$ cat src/rtl/tdc_pkg.sv
// Shared constants and FSM encoding for the TDC column readout path.
package tdc_pkg;

  localparam int BITS_UNSIG_TDC = 15;
  localparam int NUM_COL        = 16;
  localparam int CNT_COL        = 4;

  // 4-bit encoding, same width as the command FSM so debug buses line up.
  typedef enum logic [3:0] {
    ST_IDLE  = 4'd0,
    ST_LOAD  = 4'd1,
    ST_WAIT  = 4'd2,
    ST_SHIFT = 4'd3,
    ST_DONE  = 4'd4
  } tdc_state_e;

endpackage

$ cat src/rtl/tdc_word_fifo.sv
// Two-entry {col, data} FIFO. The head entry is a register that drives the
// outputs directly; a second register holds the word behind it.
// Handshake: a word leaves when valid && ready at a rising edge; a push that
// finds the FIFO full without a pop in the same cycle is dropped and flagged.
module tdc_word_fifo #(
  parameter int W_DATA = tdc_pkg::BITS_UNSIG_TDC,
  parameter int W_COL  = tdc_pkg::CNT_COL
) (
  input  logic              clk,
  input  logic              rst,
  input  logic              push,
  input  logic [W_COL-1:0]  push_col,
  input  logic [W_DATA-1:0] push_data,
  input  logic              pop_ready,
  output logic [W_DATA-1:0] head_data,
  output logic [W_COL-1:0]  head_col,
  output logic              head_valid,
  output logic              drop
);

  logic [W_DATA-1:0] tail_data;
  logic [W_COL-1:0]  tail_col;
  logic [1:0]        count;
  logic              full;
  logic              empty;
  logic              pop;
  logic              push_ok;

  assign empty      = (count == 2'd0);
  assign full       = (count == 2'd2);
  assign head_valid = !empty;
  assign pop        = head_valid && pop_ready;
  // A pop frees the slot in the same cycle, so push+pop on full is accepted.
  assign push_ok    = push && (!full || pop);
  assign drop       = push && full && !pop;

  // Storage update: advance tail into head on pop, then place the new word.
  always_ff @(posedge clk) begin
    if (rst) begin
      count     <= 2'd0;
      head_data <= '0;
      head_col  <= '0;
      tail_data <= '0;
      tail_col  <= '0;
    end else begin
      if (pop && full) begin
        head_data <= tail_data;
        head_col  <= tail_col;
      end
      if (push_ok) begin
        if (empty || (count == 2'd1 && pop)) begin
          head_data <= push_data;
          head_col  <= push_col;
        end else begin
          tail_data <= push_data;
          tail_col  <= push_col;
        end
      end
      count <= count + {1'b0, push_ok} - {1'b0, pop};
    end
  end

endmodule

$ cat src/rtl/tdc_chain_readout.sv
// Chain-end controller: pulses flag_col to load every column, then
// deserializes the MSB-first words arriving on SO_chain (last column first),
// tags each with its column index and queues it for the downstream reader.
module tdc_chain_readout #(
  parameter int BITS_UNSIG_TDC = tdc_pkg::BITS_UNSIG_TDC,
  parameter int NUM_COL        = tdc_pkg::NUM_COL,
  parameter int CNT_COL        = tdc_pkg::CNT_COL,
  parameter int PIPE_DLY       = 0
) (
  input  logic                      clk,
  input  logic                      rst_TDC_readout,
  input  logic                      start,
  input  logic                      SO_chain,
  output logic                      flag_col,
  output logic [BITS_UNSIG_TDC-1:0] out_data,
  output logic [CNT_COL-1:0]        out_col,
  output logic                      out_valid,
  input  logic                      out_ready,
  output logic                      busy,
  output logic                      frame_done,
  output logic                      overrun,
  output tdc_pkg::tdc_state_e       state_dbg
);

  import tdc_pkg::*;

  localparam int                  BW        = $clog2(BITS_UNSIG_TDC);
  localparam logic [BW-1:0]       BIT_LAST  = BW'(BITS_UNSIG_TDC - 1);
  localparam logic [CNT_COL-1:0]  COL_FIRST = CNT_COL'(NUM_COL - 1);
  localparam logic [1:0]          WAIT_LAST = 2'(PIPE_DLY - 1);

  tdc_state_e                state, state_nxt;
  logic [BW-1:0]             bit_cnt;
  logic [CNT_COL-1:0]        col_cnt;
  logic [1:0]                wait_cnt;
  logic [BITS_UNSIG_TDC-2:0] sr;
  logic [BITS_UNSIG_TDC-1:0] word_in;
  logic                      start_acc;
  logic                      word_push;
  logic                      fifo_drop;

  assign state_dbg = state;
  assign start_acc = (state == ST_IDLE) && start;
  assign word_in   = {sr, SO_chain};
  // The word is complete at the same edge that samples its bit 0.
  assign word_push = (state == ST_SHIFT) && (bit_cnt == BIT_LAST);

  // Next-state decode for the frame sequence.
  always_comb begin
    state_nxt = state;
    case (state)
      ST_IDLE:  if (start) state_nxt = ST_LOAD;
      ST_LOAD:  state_nxt = (PIPE_DLY == 0) ? ST_SHIFT : ST_WAIT;
      ST_WAIT:  if (wait_cnt == WAIT_LAST) state_nxt = ST_SHIFT;
      ST_SHIFT: if (bit_cnt == BIT_LAST && col_cnt == '0) state_nxt = ST_DONE;
      ST_DONE:  state_nxt = ST_IDLE;
      default:  state_nxt = ST_IDLE;
    endcase
  end

  // State register plus registered strobes decoded from the next state.
  always_ff @(posedge clk) begin
    if (rst_TDC_readout) begin
      state      <= ST_IDLE;
      flag_col   <= 1'b0;
      frame_done <= 1'b0;
      busy       <= 1'b0;
    end else begin
      state      <= state_nxt;
      flag_col   <= (state_nxt == ST_LOAD);
      frame_done <= (state_nxt == ST_DONE);
      busy       <= (state_nxt != ST_IDLE);
    end
  end

  // Pipeline-wait, bit and column counters and the deserializer.
  always_ff @(posedge clk) begin
    if (rst_TDC_readout) begin
      bit_cnt  <= '0;
      col_cnt  <= '0;
      wait_cnt <= '0;
      sr       <= '0;
    end else begin
      if (start_acc) begin
        bit_cnt  <= '0;
        col_cnt  <= COL_FIRST;
        wait_cnt <= '0;
      end
      if (state == ST_WAIT) wait_cnt <= wait_cnt + 2'd1;
      if (state == ST_SHIFT) begin
        sr <= word_in[BITS_UNSIG_TDC-2:0];
        if (bit_cnt == BIT_LAST) begin
          bit_cnt <= '0;
          col_cnt <= col_cnt - CNT_COL'(1);
        end else begin
          bit_cnt <= bit_cnt + BW'(1);
        end
      end
    end
  end

  // Sticky overrun: set by any dropped word, cleared by the next frame.
  always_ff @(posedge clk) begin
    if (rst_TDC_readout)  overrun <= 1'b0;
    else if (start_acc)   overrun <= 1'b0;
    else if (fifo_drop)   overrun <= 1'b1;
  end

  tdc_word_fifo #(
    .W_DATA (BITS_UNSIG_TDC),
    .W_COL  (CNT_COL)
  ) u_fifo (
    .clk        (clk),
    .rst        (rst_TDC_readout),
    .push       (word_push),
    .push_col   (col_cnt),
    .push_data  (word_in),
    .pop_ready  (out_ready),
    .head_data  (out_data),
    .head_col   (out_col),
    .head_valid (out_valid),
    .drop       (fifo_drop)
  );

endmodule

$ cat config.mk
export PLATFORM = sky130hd
export DESIGN_NAME = tdc_chain_readout
export DESIGN_NICKNAME = d
export VERILOG_FILES = /design/src/rtl/tdc_pkg.sv /design/src/rtl/tdc_word_fifo.sv /design/src/rtl/tdc_chain_readout.sv
export SDC_FILE = /design/constraint.sdc
export NUM_CORES = 1
export LEC_CHECK = 0
export CAP_MARGIN = 20
export CORE_AREA = 2 2 88 69
export CTS_CLUSTER_DIAMETER = 60
export DETAILED_ROUTE_END_ITERATION = 8
export DIE_AREA = 0 0 90 71
export PLACE_DENSITY_LB_ADDON = 0.08
export RECOVER_POWER = 25
export SLEW_MARGIN = 10
export SYNTH_ARGS = -nofsm -noshare
export SYNTH_HDL_FRONTEND = slang
export SYNTH_HIERARCHICAL = 1
export SYNTH_SLANG_ARGS = --single-unit
$ cat constraint.sdc
create_clock -name clk -period 4.15 [get_ports clk]
set_input_delay 1.245 -clock clk [delete_from_list [all_inputs] [get_ports clk]]
set_output_delay 1.245 -clock clk [all_outputs]
set_load 0.02 [all_outputs]
### Word level (Yosys, flattened, before mapping)

Cells that the tools add are included.

* add/subtract/negate cells: 5
* multipliers: 0
* divide/modulo/power cells: 0
* order comparisons: 0
* equality and inequality tests: 9
* shifts and indexed selects: 0
* multiplexer cells: 18
* bitwise gates (word level): 1
* reductions and logical operators: 22

Operator list (count)
* two-way mux 4 bit: 12
* two-way mux 15 bit: 3
* case mux 4 bit (4 select lines): 1
* logical AND 1 bit: 9
* == test 4 x 1 -> 1 bit, second input constant: 2
* == test 4 x 2 -> 1 bit, second input constant: 2
* logical NOT 4 bit: 2
* adder 4 x 1 -> 4 bit, second input constant: 1
* == test 2 bit, second input constant: 2
* == test 4 x 3 -> 1 bit, second input constant: 1
* == test 4 bit, second input constant: 1
* two-way mux 2 bit: 2
* nonzero test 2 bit: 2
* nonzero test 4 bit: 1
* subtractor 4 x 1 -> 4 bit, second input constant: 1
* logical NOT 1 bit: 3
* adder 2 x 1 -> 2 bit: 1
* adder 2 x 1 -> 2 bit, second input constant: 1
* == test 2 x 1 -> 1 bit, second input constant: 1
* logical NOT 2 bit: 1
* logical OR 1 bit: 2
* AND reduction 2 bit: 1
* OR reduction 2 bit: 1
* subtractor 2 x 1 -> 2 bit: 1
* inverter 1 bit: 1

* flip-flop bits (word level): 72
* bits in latches: 0
* memory bits (writable): 0
* memory bits (read-only): 0
* input port bits: 5
* output and inout port bits: 28
* logic and storage cells: 69
* memories: 0

### Longest topological paths before layout

Gate-level depths: netlist of the first run.

* depth after elaboration: 7
* depth in mapped cells: 9
* gate-level depth less buffers: 9

### By module

Netlist of the first run, hierarchy kept.

Modules (own cells, without submodules)
* tdc_word_fifo: times used 1, cells an instance 210, area an instance 1943.1 um^2, sequential area each 800.8 um^2
* tdc_chain_readout: times used 1, cells an instance 157, area an instance 1357.6 um^2, sequential area each 640.6 um^2

### Worst setup path before layout of the first run

No wires, ideal clock.

* path kind: input-to-reg
* start point: input port out_ready
* end point: register u_fifo.count[1]
* setup time: 0.121 ns
* data arrival time: 2.285 ns
* required time: 4.029 ns
* path slack: 1.744 ns
* cell stages on the path: 7
* buffers on the path: 1
* cells stage by stage: nor2b_2 -> clkbuf_1 -> o21ai_0 -> o21ai_0 -> ha_1 -> nor2_1 -> mux2_2

* word-level cells in the longest chain between the ends: 5

Ends and longest elaborated chain
* start, declared: line tdc_chain_readout.sv:18 `input logic out_ready,`
* logical AND 1 bit (*): line tdc_word_fifo.sv:32 `assign pop = head_valid && pop_ready;`
* logical OR 1 bit: line tdc_word_fifo.sv:34 `assign push_ok = push && (!full || pop);`
* logical AND 1 bit: line tdc_word_fifo.sv:34
* adder 2 x 1 -> 2 bit: line tdc_word_fifo.sv:59 `count <= count + {1'b0, push_ok} - {1'b0, pop};`
* subtractor 2 x 1 -> 2 bit (*): line tdc_word_fifo.sv:59
* end signal, assigned: line tdc_word_fifo.sv:59
* end, declared: line tdc_word_fifo.sv:23 `logic [1:0] count;`

Mark *: on every way between the ends. The rest lies on a longest branch, timed or not.
A chain may end at the register's enable or synchronous reset.

==> summary.txt, run 1 <==
STA
  • Max-slew headroom: 28.4%
  • Worst Clk Skew: 13.4 ps
  • WHS: 476 ps
  • Final number of hold-violating endpoints: 0
  • Max Transition Viols Final: 0
  • Unrepaired setup endpoints after global routing: false
  • Final-report setup violation count: 0
  • Fmax: 339 MHz
  • Crit path time final: 2950 ps
  • Fin crit share: 71.1%
  • TNS Setup: 0 ps
  • Least-Margin Pin Slew: 1070 ps

Setup path
  • Type of origin of the critical path: primary input
  • CP Cell Sequence: buf_2 -> clkbuf_1 -> nand2b_1 -> mux2i_1
  • Worst Setup SP: rst_TDC_readout
  • CP arrival: ~3200 ps
  • FF-to-FF Start: state_dbg[1]
  • Slowest cell on crit path: clkbuf_1
  • Worst Path Max Fanout: 63
  • Required time of the critical path: 4370 ps
  • Setup CP Type: in2reg
  • Critical Path End Type: flop
  • CP peak stage delay: ~870 ps

Synthesis
  • Cell count after synthesis: 367
  • Top cells by area, synth: dfxtp_1 44%, nand2b_1 7.8%, nand2_1 7.5%
  • Post-synthesis cell type count: 48
  • Warnings, synthesis: 6
  • Synthesized Nets: between 300 and 400
  • Most area-hungry cell type in the Yosys netlist: dfxtp_1
  • Post-synthesis sequential area ratio: 43.7%
  • Yosys reg bits: 72
  • Post-synthesis cell area: about 3300 sq um
  • Post-synth EDFFs: 0
  • Top_reg_cell synth: dfxtp_1
  • Synth top area share: 43.7%
  • Synth Area per Inst: 8.99 sq um
  • Ys async rst share: 0%

Drt
  • # DRC: 0
  • Avg WL per Cell: 15.0 um
  • Iteration-0 DRC Markers: 127
  • DR vias/cell: 5.65
  • Via count: 2,661
  • Final ANT Viol Nets: 0
  • First-pass DRT Iterations: 5
  • DRT Wirelength: 7080 um

Global routing
  • First-pass GRT wire length: about 12,000 um
  • Vias in the first global route: 2,577
  • Pin count of the biggest net entering global routing: 64
  • Tot GR Track Use: 24.1%
  • Initial antenna violation count: 0
  • Remaining Overflow, GRT: 0

Worst hold path
  • Hold Crit Class: reg2reg
  • Worst Min Path Start: u_fifo/tail_data[3]

Floorplan
  • Die W: 90 um
  • Site Rows: 24
  • Starting density of the core: 59.1%
  • Ports: 33
  • Die area: 6390 sq um
  • Die H: around 70 um
  • Core area: between 5000 and 6000 sq um

Final layout
  • Nets@finish: 399
  • Sequential cell area: 1440 sq um
  • Fill cell total of the finished layout: 475
  • Layout area overhead: 15.5%
  • Layout cells sized above 1: 8.91%
  • Final Cell Area: 3810 sq um
  • Final Core Density: 68.3%
  • Diodes inserted: 0
  • Multi-input logic area: 1680 sq um

Power and ir drop
  • Power Dens Cells: 358 nW/um^2
  • LEAKAGE: 1.26 nW
  • Total power: ~1.4 mW
  • Worst IR Drop VDD: 0.256 mV

Clocking
  • TritonCTS clock tree: built
  • Post-CTS Setup Repair Bufs: 0
  • Clock sink count: 72
  • Root Driver: clkbuf_8
  • Hold_buf cts: 0
  • CTS Buffer Depth: 2
  • Post_cts resized: 0
  • Clock H-tree levels: 3
  • Reg clk slew, reported paths: 70 ps
  • Total CTS buffers: 9
  • Clk_lat worst skew: 350 ps

Placed design
  • DP HPWL: 4310 um
  • Post-DP Area: 3600 sq um
  • RePlAce Congestion: between 0.7 and 0.8
  • I/O Buffers: 32

Job
  • Max_cap viols: 0

Outcome
  • Status: finished, final reports clean
path summary, 6_finish.rpt:
check	endpoint	slack [ps]	cells after the start
worst max register to register	u_fifo/head_data[4]	1350	8
worst max-delay path	u_fifo/tail_data[5]	1200	4
worst min register to register	u_fifo/tail_data[3]	480	2
worst min-delay path	u_fifo/tail_data[3]	480	2
metal layers:
| metal | GRT usage, % | wire length (um) | vias up |
|---|---|---|---|
| met1 | 31.6 | 3400 | 1256 |
| li1 | - | - | 1331 |
| met2 | 37.8 | 3260 | 68 |
| met4 | 10.1 | 66 | 0 |
| met3 | 6.82 | 347 | 6 |
| met5 | 0 | 0 | - |
cells in the final DEF, fill, tap and decap left out, drive strengths merged, types with 4 or more instances in the layout:
master / synthesis / layout
dfxtp: 72 / 72
nand2: 66 / 66
nand2b: 41 / 41
clkdlybuf4s50: 0 / 29
nor3: 22 / 22
a21oi: 19 / 19
mux2i: 19 / 19
a311oi: 19 / 19
clkbuf: 13 / 11
nor2: 8 / 8
inv: 6 / 6
nand3: 6 / 6
ha: 6 / 6
buf: 15 / 6
o21ai: 5 / 5
a31oi: 5 / 5
and3: 4 / 4
sequential cells by signal, indices dropped and copies added, names as in the netlist:
| name | flops |
|---|---|
| frame_done | 1 |
| sr | 14 |
| wait_cnt | 2 |
| u_fifo/tail_col | 4 |
| overrun | 1 |
| state_dbg | 4 |
| bit_cnt | 4 |
| u_fifo/count | 2 |
| u_fifo/tail_data | 15 |
| u_fifo/head_col | 4 |
| col_cnt | 4 |
| flag_col | 1 |
| busy | 1 |
| u_fifo/head_data | 15 |
cell usage after synthesis (all sizes together) (3+ instances only):
cell and count:
dfxtp 72, nand2 66, nand2b 41, nor3 22, a21oi 19, a311oi 19
mux2i 19, buf 15, clkbuf 13, nor2 8, ha 6, inv 6
nand3 6, a31oi 5, o21ai 5, and3 4, a211oi 3, nand3b 3
nor2b 3, nor3b 3, o311ai 3, or3 3
cell families after synthesis:
kind of cell | share of synthesized area [%]
compound gates | 15.3
fa+ha+maj | 2.27
buf+inv | 5.50
flops | 43.7
mux | 6.10
other cells | 0.114
simple gates | 27.1
cell type report:
cell class / count / area share, %
clock buffer: 10 / 3.61
clock inverter: 6 / 2.17
inverter: 6 / 0.591
tap: 78 / 2.56
sequential: 72 / 37.8
multi-input combinational: 261 / 43.9
timing repair buffer: 38 / 9.35
worst max-delay path, delay by kind of cell:
| family | cells | cell delay [ps] |
|---|---|---|
| buffers and inverters | 2 | 1590 |
| multiplexers | 1 | 80 |
| AND/OR/NAND/NOR | 1 | 220 |
metrics by stage:
step	worst slack (ps)	instances
after floorplan	1740	367
after global placement	1110	455
after detailed placement	1030	455
after CTS	1260	471
after global routing	1020	471
final	1200	471
power by group:
group / internal, mW / total (mW) / switching [mW] / leakage (nW)
clock network: 0.352 / 0.610 / 0.259 / 0.112
registers: 0.695 / 0.704 / 0.00827 / 0.581
logic: 0.0223 / 0.0515 / 0.0291 / 0.568
total: 1.07 / 1.37 / 0.296 / 1.26
(Power assumes the default switching activity.)
==> run 2, diff against run 1 <==
--- a/config.mk
+++ b/config.mk
@@ -6,10 +6,10 @@
 export NUM_CORES = 1
 export LEC_CHECK = 0
 export CAP_MARGIN = 20
-export CORE_AREA = 2 2 88 69
+export CORE_AREA = 2 2 92 72
 export CTS_CLUSTER_DIAMETER = 60
 export DETAILED_ROUTE_END_ITERATION = 8
-export DIE_AREA = 0 0 90 71
+export DIE_AREA = 0 0 94 74
 export PLACE_DENSITY_LB_ADDON = 0.08
 export RECOVER_POWER = 25
 export SLEW_MARGIN = 10
==> constraint.sdc (replaced) <==
create_clock -name clk -period 2.95 [get_ports clk]
set_input_delay 0.885 -clock clk [delete_from_list [all_inputs] [get_ports clk]]
set_output_delay 0.885 -clock clk [all_outputs]
set_load 0.02 [all_outputs]
==> run 2 against run 1 <==
  * Sequential power increased by 41%
  * Wire length rose by 0.86%
  * Power up 37%
  * Sequential share of layout area fell by 0.14 points
  * Largest power group unchanged
  * Combinational power rose by 43%
  * Critical endpoint is now state_dbg[1]
  * Core utilization is 5.5 points lower
  * Hold slack barely moved
  * Clock power increased by 31%
  * Non-clock buffer count grew 3
==> summary.txt, run 2 (synthesized netlist as in run 1, its figures left out) <==
Final layout
  • Fill cell total of the finished layout: 557 (+17%)
  • Commonest non-fill, non-tap cell in the layout: dfxtp_1
  • Layout area overhead: 16.0%
  • Layout cells sized above 1: 9.60% (+0.69 points)
  • Nets@finish: 402 (+0.75%)
  • Biggest regs: u_fifo/head_data (15), u_fifo/tail_data (15), sr (14)
  • Most frequent cells in the layout: 72 x dfxtp_1, 66 x nand2_1, 41 x nand2b_1, 30 x clkdlybuf4s50_1, 22 x nor3_1
  • Diodes inserted: 0 (unchanged)

Worst hold path
  • Worst Hold Path EP: u_fifo/tail_data[9]
  • Worst Min Path Start: u_fifo/tail_data[9]
  • Hold Crit Class: reg2reg
  • Hold-critical path depth: 2 (unchanged)

Drt
  • Via count: 2,676 (+0.56%)
  • DR vias/cell: 5.61 (-0.70%)
  • Avg WL per Cell: 15.0 um (-0.41%)
  • DRT Wirelength: 7140 um (+0.86%)
  • Iteration-0 DRC Markers: 127 (unchanged)
  • # DRC: 0 (unchanged)
  • First-pass DRT Iterations: 4 (-1)
  • Final ANT Viol Nets: 0 (unchanged)

Setup path
  • Critical Path End Type: output pin
  • Worst R2R Path Depth: 5 (-3)
  • Crit-path leading delay family: buffers and inverters
  • Type of origin of the critical path: flop
  • FF-to-FF Start: state_dbg[1]
  • CP arrival: 1610 ps (-1560 ps)
  • R2R Path End: u_fifo/head_col[3]
  • Worst R2R Setup Slack: 510 ps (-840 ps)
  • Slowest cell on crit path: clkdlybuf4s50_1
  • CP Cell Sequence: clkdlybuf4s50_1
  • WP buf/inv: 1 (-1)
  • Worst Path Max Fanout: 14 (-78%)
  • CP peak stage delay: 690 ps (-180 ps)
  • Setup CP Type: reg2out
  • Required time of the critical path: 2070 ps (-2300 ps)

STA
  • Final number of hold-violating endpoints: 0 (unchanged)
  • Setup ws final: 452 ps (-746 ps)
  • Max Transition Viols Final: 0 (unchanged)
  • Worst Clk Skew: 10.9 ps (-2.50 ps)
  • Fmax: ~400 MHz
  • WHS: 476 ps (+0.437 ps)
  • Unrepaired setup endpoints after global routing: false
  • TNS Setup: 0 ps (unchanged)
  • Least-Margin Pin Slew: 1120 ps (+46.3 ps)
  • Max-slew headroom: 25.3% (-3.1 points)
  • Crit path time final: 2500 ps
  • Fin crit share: 84.7%
  • Final-report setup violation count: 0 (unchanged)

Power and ir drop
  • Internal Power: 1.44 mW (+35%)
  • Worst IR Drop VDD: 0.294 mV (+15%)
  • Clock network fraction of total power: 43.0% (-1.7 points)
  • Total power: 1.87 mW (+37%)
  • Comb power frac: 3.9% (about the same)
  • Switching Share: 22.6% (+0.89 points)
  • Seq pwr share: 53.1% (+1.6 points)
  • Power Dens Cells: 487 nW/um^2 (+36%)
  • LEAKAGE: 1.26 nW (+0.20%)
  • NetSw: 0.421 mW (+42%)

Clocking
  • TritonCTS clock tree: built
  • Post-CTS Setup Repair Bufs: 0 (unchanged)
  • Post_cts resized: 0 (unchanged)
  • Reg clk slew, reported paths: 80 ps (about the same)
  • Clock H-tree levels: 3 (unchanged)
  • CTS Buffer Depth: 2 (unchanged)
  • Clock sink count: 72 (unchanged)
  • Hold_buf cts: 0 (unchanged)
  • Root Driver: clkbuf_8
  • Total CTS buffers: 9 (unchanged)
  • Clk_lat worst skew: 340 ps (about the same)

Global routing
  • Pin count of the biggest net entering global routing: 55 (-14%)
  • First-pass GRT wire length: 12,200 um (-1.9%)
  • Tot GR Track Use: 22.3% (-1.8 points)
  • Remaining Overflow, GRT: 0 (unchanged)
  • Vias in the first global route: 2,494 (-3.2%)
  • Initial antenna violation count: 0 (unchanged)

Floorplan
  • Core area: 6100 sq um (+9.2%)
  • Starting density of the core: 54.1% (-5.0 points)
  • Die H: 74 um (+4.2%)
  • Die W: 94 um (+4.4%)
  • Site Rows: 25 (+4.2%)
  • Ports: 33 (unchanged)
  • Die area: 6960 sq um (+8.9%)

Placed design
  • I/O Buffers: 32 (unchanged)
  • DP HPWL: 4440 um (+3.0%)
  • Pre-CTS WS: 205 ps (-826 ps)
  • RePlAce Congestion: 0.781 (+5.5%)

Job
  • Max_cap viols: 0 (unchanged)

Outcome
  • Status: finished, final reports clean
## run 2: metrics by stage
| stage | utilization, % | cells | instance area [sq um] |
|---|---|---|---|
| finish | 62.7 | 477 | 3830 |
| global route | 62.7 | 477 | 3830 |
| CTS | 62.8 | 477 | 3830 |
| detailed placement | 59.4 | 461 | 3630 |
| global placement | 59.4 | 461 | 3630 |
| floorplan | - | 367 | 3300 |
## run 2: worst max-delay path by stage
stage	depth (start not counted)	start	slack, ps	to
2_1_floorplan	7	out_ready	900	u_fifo/count[1]
3_3_place_gp	4	out_ready	270	u_fifo/head_data[9]
3_5_place_dp	4	out_ready	210	u_fifo/head_data[10]
4_1_cts	1	state_dbg[1]	420	state_dbg[1]
5_1_grt	5	state_dbg[1]	260	u_fifo/head_data[1]
6_report	1	state_dbg[1]	450	state_dbg[1]
## run 2: power groups by stage
stage	Combinational [mW]	Sequential (mW)	Clock, mW
global placement	0.0720	1.01	0
floorplan	0.0492	1.01	0
global route	0.0816	0.991	0.863
finish	0.0734	0.990	0.802
detailed placement	0.0736	1.01	0
CTS	0.0740	0.989	0.823
## run 2: cell type report
cell class	instances	area, sq um	share of cell area [%]
clock inverters	5	55.1	1.44
flip-flops and latches	72	1440	37.7
repair buffers	41	378	9.87
inverters	6	22.5	0.588
multi-input cells	261	1680	43.8
clock buffers	11	151	3.96
well taps	81	101	2.65
## run 2: worst min-delay path, delay by kind of cell, from the launching register on
| kind | cells | cell delay, ps |
|---|---|---|
| simple gates | 1 | 60 |
| mux | 1 | 50 |
| flops | 1 | 310 |
## run 2: routing by layer
| layer | GRT usage (%) | routed length [um] | vias up |
|---|---|---|---|
| li1 | - | - | 1338 |
| met1 | 30.4 | 3570 | 1298 |
| met2 | 35.6 | 3280 | 34 |
| met3 | 4.76 | 210 | 6 |
| met4 | 7.73 | 79 | 0 |
| met5 | 0 | 0 | - |
